<file path="src/rtl/instr_encoder.sv">
// Field-level instruction encoder: builds ARMv4-subset words (DP/MEM/BR) and
// writes them sequentially into instruction memory starting at word 0.
module instr_encoder #(
    parameter int ADDR_W = 6
) (
    input  logic              clk,
    input  logic              reset,
    input  logic              start,
    input  logic              req_valid,
    output logic              req_ready,
    input  logic [1:0]        req_kind,
    input  logic [3:0]        req_cond,
    input  logic [3:0]        req_cmd,
    input  logic              req_s,
    input  logic              req_i,
    input  logic              req_load,
    input  logic [3:0]        req_rn,
    input  logic [3:0]        req_rd,
    input  logic [3:0]        req_rm,
    input  logic [1:0]        req_sh,
    input  logic [4:0]        req_shamt,
    input  logic [23:0]       req_imm,
    output logic              im_we,
    output logic [ADDR_W-1:0] im_addr,
    output logic [31:0]       im_wdata,
    output logic              busy,
    output logic              done,
    output logic              err,
    output logic [1:0]        err_code,
    output logic [ADDR_W:0]   count
);

    typedef enum logic [2:0] {
        S_IDLE   = 3'd0,
        S_ACCEPT = 3'd1,
        S_ENC    = 3'd2,
        S_WRITE  = 3'd3,
        S_DONE   = 3'd4,
        S_ERROR  = 3'd5
    } state_t;

    localparam logic [ADDR_W:0] DEPTH_C = {1'b1, {ADDR_W{1'b0}}};

    state_t            state_q, state_d;
    logic [ADDR_W:0]   count_q, count_d;
    logic              done_q, done_d, err_q, err_d, im_we_q, im_we_d;
    logic [1:0]        err_code_q, err_code_d;
    logic [ADDR_W-1:0] im_addr_q, im_addr_d;
    logic [31:0]       im_wdata_q, im_wdata_d;

    logic [1:0]  kind_q, sh_q;
    logic [3:0]  cond_q, cmd_q, rn_q, rd_q, rm_q;
    logic        s_q, i_q, load_q;
    logic [4:0]  shamt_q;
    logic [23:0] imm_q;

    logic [31:0] enc_word_s;
    logic        legal_s;

    // Only the commands the decoder fully defines; MOV needs ROR register form, CMP needs S.
    function automatic logic dp_legal(input logic [3:0] cmd, input logic i, input logic s,
                                      input logic [1:0] sh);
        logic ok;
        case (cmd)
            4'b0000, 4'b0001, 4'b0010, 4'b0100, 4'b1100, 4'b1111: ok = 1'b1;
            4'b1101: ok = (i == 1'b0) && (sh == 2'b11);
            4'b1010: ok = (s == 1'b1);
            default: ok = 1'b0;
        endcase
        return ok;
    endfunction

    function automatic logic [31:0] encode(
        input logic [1:0] kind, input logic [3:0] cond, input logic [3:0] cmd,
        input logic s, input logic i, input logic load,
        input logic [3:0] rn, input logic [3:0] rd, input logic [3:0] rm,
        input logic [1:0] sh, input logic [4:0] shamt, input logic [23:0] imm);
        logic [31:0] w;
        logic [11:0] src2;
        logic [3:0]  rd_eff;
        src2   = i ? imm[11:0] : {shamt, sh, 1'b0, rm};
        rd_eff = (cmd == 4'b1010) ? 4'b0000 : rd;
        case (kind)
            2'b00:   w = {cond, 2'b00, i, cmd, s, rn, rd_eff, src2};
            2'b01:   w = {cond, 2'b01, 1'b0, 1'b1, 1'b1, 1'b0, 1'b0, load, rn, rd, imm[11:0]};
            2'b10:   w = {cond, 4'b1010, imm};
            default: w = 32'h0000_0000;
        endcase
        return w;
    endfunction

    assign enc_word_s = encode(kind_q, cond_q, cmd_q, s_q, i_q, load_q, rn_q, rd_q, rm_q,
                               sh_q, shamt_q, imm_q);
    assign legal_s    = (kind_q != 2'b00) || dp_legal(cmd_q, i_q, s_q, sh_q);

    // Request field capture on handshake.
    always_ff @(posedge clk) begin
        if (reset) begin
            kind_q <= 2'b00; cond_q <= 4'h0; cmd_q <= 4'h0; s_q <= 1'b0; i_q <= 1'b0;
            load_q <= 1'b0; rn_q <= 4'h0; rd_q <= 4'h0; rm_q <= 4'h0; sh_q <= 2'b00;
            shamt_q <= 5'd0; imm_q <= 24'h00_0000;
        end else if (state_q == S_ACCEPT && req_valid) begin
            kind_q <= req_kind; cond_q <= req_cond; cmd_q <= req_cmd; s_q <= req_s;
            i_q <= req_i; load_q <= req_load; rn_q <= req_rn; rd_q <= req_rd;
            rm_q <= req_rm; sh_q <= req_sh; shamt_q <= req_shamt; imm_q <= req_imm;
        end
    end

    // Next-state and registered-output logic.
    always_comb begin
        state_d    = state_q;
        count_d    = count_q;
        done_d     = done_q;
        err_d      = err_q;
        err_code_d = err_code_q;
        im_we_d    = 1'b0;
        im_addr_d  = im_addr_q;
        im_wdata_d = im_wdata_q;
        case (state_q)
            S_IDLE, S_DONE, S_ERROR: begin
                if (start) begin
                    state_d    = S_ACCEPT;
                    count_d    = {(ADDR_W+1){1'b0}};
                    done_d     = 1'b0;
                    err_d      = 1'b0;
                    err_code_d = 2'b00;
                    im_addr_d  = {ADDR_W{1'b0}};
                end else begin
                    state_d = state_q;
                end
            end
            S_ACCEPT: begin
                if (req_valid && req_kind == 2'b11) begin
                    state_d = S_DONE;
                    done_d  = 1'b1;
                end else if (req_valid) begin
                    state_d = S_ENC;
                end else begin
                    state_d = S_ACCEPT;
                end
            end
            S_ENC: begin
                im_wdata_d = enc_word_s;
                if (!legal_s) begin
                    state_d    = S_ERROR;
                    err_d      = 1'b1;
                    err_code_d = 2'b01;
                end else if (count_q == DEPTH_C) begin
                    state_d    = S_ERROR;
                    err_d      = 1'b1;
                    err_code_d = 2'b10;
                end else begin
                    state_d   = S_WRITE;
                    im_we_d   = 1'b1;
                    im_addr_d = count_q[ADDR_W-1:0];
                end
            end
            S_WRITE: begin
                count_d = count_q + {{ADDR_W{1'b0}}, 1'b1};
                state_d = S_ACCEPT;
            end
            default: state_d = S_IDLE;
        endcase
    end

    // State and output registers.
    always_ff @(posedge clk) begin
        if (reset) begin
            state_q    <= S_IDLE;
            count_q    <= {(ADDR_W+1){1'b0}};
            done_q     <= 1'b0;
            err_q      <= 1'b0;
            err_code_q <= 2'b00;
            im_we_q    <= 1'b0;
            im_addr_q  <= {ADDR_W{1'b0}};
            im_wdata_q <= 32'h0000_0000;
        end else begin
            state_q    <= state_d;
            count_q    <= count_d;
            done_q     <= done_d;
            err_q      <= err_d;
            err_code_q <= err_code_d;
            im_we_q    <= im_we_d;
            im_addr_q  <= im_addr_d;
            im_wdata_q <= im_wdata_d;
        end
    end

    assign req_ready = (state_q == S_ACCEPT);
    assign busy      = (state_q == S_ACCEPT) || (state_q == S_ENC) || (state_q == S_WRITE);
    assign im_we     = im_we_q;
    assign im_addr   = im_addr_q;
    assign im_wdata  = im_wdata_q;
    assign done      = done_q;
    assign err       = err_q;
    assign err_code  = err_code_q;
    assign count     = count_q;

endmodule

</file>
<file path="config.mk">
export PLATFORM = sky130hd
export DESIGN_NAME = instr_encoder
export DESIGN_NICKNAME = d
export VERILOG_FILES = /design/src/rtl/instr_encoder.sv
export SDC_FILE = /design/constraint.sdc
export NUM_CORES = 1
export LEC_CHECK = 0
export CORE_MARGIN = 1
export CORE_UTILIZATION = 35
export CTS_CLUSTER_SIZE = 10
export DETAILED_ROUTE_END_ITERATION = 7
export HOLD_SLACK_MARGIN = 0.06
export SLEW_MARGIN = 0
export SYNTH_ARGS = -nofsm -noshare
export SYNTH_HDL_FRONTEND = slang
export SYNTH_SLANG_ARGS = --single-unit
</file>
<file path="constraint.sdc">
create_clock -name clk -period 3 [get_ports clk]
set_input_delay 0.3 -clock clk [delete_from_list [all_inputs] [get_ports clk]]
set_output_delay 0.3 -clock clk [all_outputs]
set_load 0.1 [all_outputs]
</file>
==> flow_summary.json <==
{
  "outcome": "finished, final reports clean",
  "slew_viol_final": 0,
  "ys.flop_type": "dfxtp_1",
  "clock_latency_ps": 340,
  "ctsHoldBuffers": 0,
  "path_class": "reg -> out",
  "syn_area_sq_mm": 0.00448,
  "cts_setup_buffers": 0,
  "hold_start": "im_wdata[25]",
  "clockPowerShare": 0.377,
  "cpPeakStageDelay_ps": 1140,
  "synth_compound_area_frac": 0.206,
  "worst_r2r_endpoint": "im_wdata[10]",
  "drc_errors": 0,
  "whs_endpoint": "im_wdata[25]",
  "tightestPinTransition_ps": 983,
  "gp_congestion": 0.780,
  "grt_pass1_wl_mm": 19.4,
  "post_cts_resized": 0,
  "n_fill_cell": 1239,
  "n_antenna_cell": 0,
  "synthMuxAreaShare": 0.0235,
  "htreeDepth": 3,
  "synthCells": 549,
  "synth_edf_count": 0,
  "syn-num-nets": 611,
  "irDropWorstVdd_mv": 0.246,
  "drive_above_1_share": 0.106,
  "tritoncts": "done",
  "clock_skew_ps": 6.42,
  "final_hold_viol_count": 0,
  "hold_depth": 2,
  "dpl_worst_slack_ps": 900,
  "viasPerCell": 5.10,
  "io_buffer_count": 111,
  "startpoint_type": "flip-flop",
  "endpoint_kind": "primary output",
  "dp.final_hpwl_mm": 8.63,
  "power_switching_share": 0.260,
  "timing.hold.ws_ps": 455,
  "timing.critical_path.cells": "clkdlybuf4s50_1",
  "start_util": 0.365,
  "drtIter0Drc": 344,
  "maxSlewHeadroom": 0.343,
  "seqPwrFrac": 0.490,
  "ys_warn_count": 0,
  "core-area_sq_mm": 0.0123,
  "synth-simple-area-share": 0.231,
  "synth_fa_ha_area_frac": 0.00559,
  "first_global_vias": 3687,
  "cts-root-buf": "clkbuf_16",
  "avgRoutedWirePerCell_microns": 15.4,
  "crit_path_max_fanout": 2,
  "fmax_mhz": 469,
  "clk_pin_slew_worst_paths_ps": 70,
  "antenna_found_initial": 0,
  "p_leak_uw": 0.00203,
  "syn_area_per_cell_sq_um": 8.16,
  "rsz0062_at_grt": "no",
  "critPathBufInv": 1,
  "synth_top_family_by_area": "simple AND/OR/NAND/NOR gates",
  "rows": 40,
  "die-area_sq_mm": 0.0133,
  "cts_buffers": 9,
  "ys_seq_area_frac": 0.487,
  "vias": 4114,
  "comb_power_share": 0.133,
  "maxCapViolCount": 0,
  "ys_async_sr_fraction": 0,
  "switching_power_uw": 814,
  "tns_ps": 0,
  "worst_ep_required_time_ps": 2700,
  "r2r_start": "kind_q[0]",
  "cp_top_family": "buffers and inverters",
  "die_h_microns": 115,
  "grt_overflow": 0,
  "cp_slowest_cell": "clkdlybuf4s50_1",
  "num_io_pins": 112,
  "grt_max_degree": 57,
  "gr-usage-all-layers": 0.190,
  "r2r_setup_slack_ps": 1050,
  "synth.ff_latch_count": 109,
  "cts.sinks": 109,
  "fp.dieW_microns": 115,
  "worst-path-stages": 1,
  "area_growth_pct": 32.1,
  "power_density_mw_per_mm2": 529,
  "clockBufferDepth": 2,
  "worstPathArrival_ps": 1830,
  "setup_violations": 0,
  "r2r_cells": 5,
  "period_minus_slack_ps": 2130,
  "routed_wl_mm": 12.4,
  "final.setup.worst_slack_ps": 868,
  "internal-power_uw": 2320,
  "num-nets-final": 698,
  "drt_pass1_iterations": 7,
  "ant_nets": 0,
  "synth-xor-area-share": 0,
  "hp-class": "reg -> reg",
  "min_period_over_period": 0.711,
  "yosysUniqueCellTypes": 53
}
area by class of cell:
cell class | instances | area [sq um] | area share
multi-input cells | 390 | 2110 | 0.357
flip-flops and latches | 109 | 2180 | 0.369
clock buffers | 11 | 243 | 0.0410
inverters | 5 | 18.8 | 0.00317
well taps | 168 | 210 | 0.0355
repair buffers | 121 | 1100 | 0.186
clock inverters | 3 | 46.3 | 0.00783
registers in the layout, indices dropped and copies added, names as in the netlist:
signal    cells
cond_q        4
err           1
load_q        1
im_wdata     32
sh_q          2
state_q       3
count         7
s_q           1
kind_q        2
done          1
shamt_q       5
im_we         1
i_q           1
cmd_q         4
imm_q        24
rm_q          4
rn_q          4
im_addr       6
err_code      2
rd_q          4
per-layer routing:
layer / wire (microns) / vias up / part of all wire / track usage
li1: - / 2073 / - / -
met1: 6360 / 1912 / 0.51 / 0.279
met2: 5340 / 118 / 0.43 / 0.278
met3: 522 / 11 / 0.042 / 0.0290
met4: 167 / 0 / 0.013 / 0.0701
met5: 0 / - / 0 / 0
synthesized netlist by cell type, drive strengths merged (3+ instances only):
master     n  area [sq um]
a211oi    13           110
a21oi     81           405
a221oi     3          26.3
a22o       9          78.8
a22oi     13          97.6
a2bb2oi    3          26.3
a311oi     3          26.3
and2       3          20.0
buf       15          75.1
clkbuf    30           114
dfxtp    109          2180
inv        5          18.8
mux2i      9          90.1
nand2    143           537
nand3     23           115
nor2      32           120
nor2b      3          18.8
nor3       8          40.0
nor3b      3          27.5
o21ai      5          25.0
how the worst max path moves through the flow:
stage                       startpoint      endpoint
after detailed placement     req_valid      imm_q[8]
after global placement       req_valid    state_q[2]
after CTS                 im_wdata[16]  im_wdata[16]
final                       im_addr[4]    im_addr[4]
after floorplan               count[0]    state_q[1]
after global routing      im_wdata[16]  im_wdata[16]
kinds of logic after synthesis:
group	Yosys count
adder cells (fa/ha/maj)	2
multiplexers	10
AND/OR/NAND/NOR	234
buffers and inverters	50
flip-flops	109
AO/OA/AOI/OAI	144
through the flow:
stage          area [sq um]  utilization  power (uW)  std cells
6_report               5920        0.482        3130        807
5_1_grt                5920        0.482        3250        807
4_1_cts                5920        0.482        3150        807
3_5_place_dp           5630        0.459        1980        793
3_3_place_gp           5630        0.459        1980        793
2_1_floorplan          4480            -        1820        549
tightest hold or removal path, delay by kind of cell (launching register included):
kind | cells | cell delay, ps
DFF | 1 | 310
AOI/OAI and AO/OA | 1 | 50
and+or+nand+nor | 1 | 50
power by group through the flow:
stage	clock (uW)	sequential, uW	combinational, uW
2_1_floorplan	0	1620	207
3_5_place_dp	0	1570	417
4_1_cts	1200	1530	418
3_3_place_gp	0	1570	412
6_report	1180	1530	417
5_1_grt	1270	1540	448
placed cells by master (no fill, tap or decap), types with 3 or more instances in the layout:
| cell type | count |
|---|---|
| nand2_1 | 143 |
| dfxtp_1 | 109 |
| a21oi_1 | 81 |
| clkdlybuf4s50_1 | 78 |
| buf_4 | 42 |
| nor2_1 | 32 |
| nand3_1 | 23 |
| a22oi_1 | 13 |
| a211oi_1 | 12 |
| a22o_1 | 9 |
| mux2i_1 | 9 |
| clkbuf_16 | 9 |
| nor3_1 | 8 |
| inv_1 | 5 |
| o21ai_0 | 5 |
| a221oi_1 | 3 |
| a311oi_1 | 3 |
| a2bb2oi_1 | 3 |
| nor2b_1 | 3 |
Power figures use the tool's default switching activity.
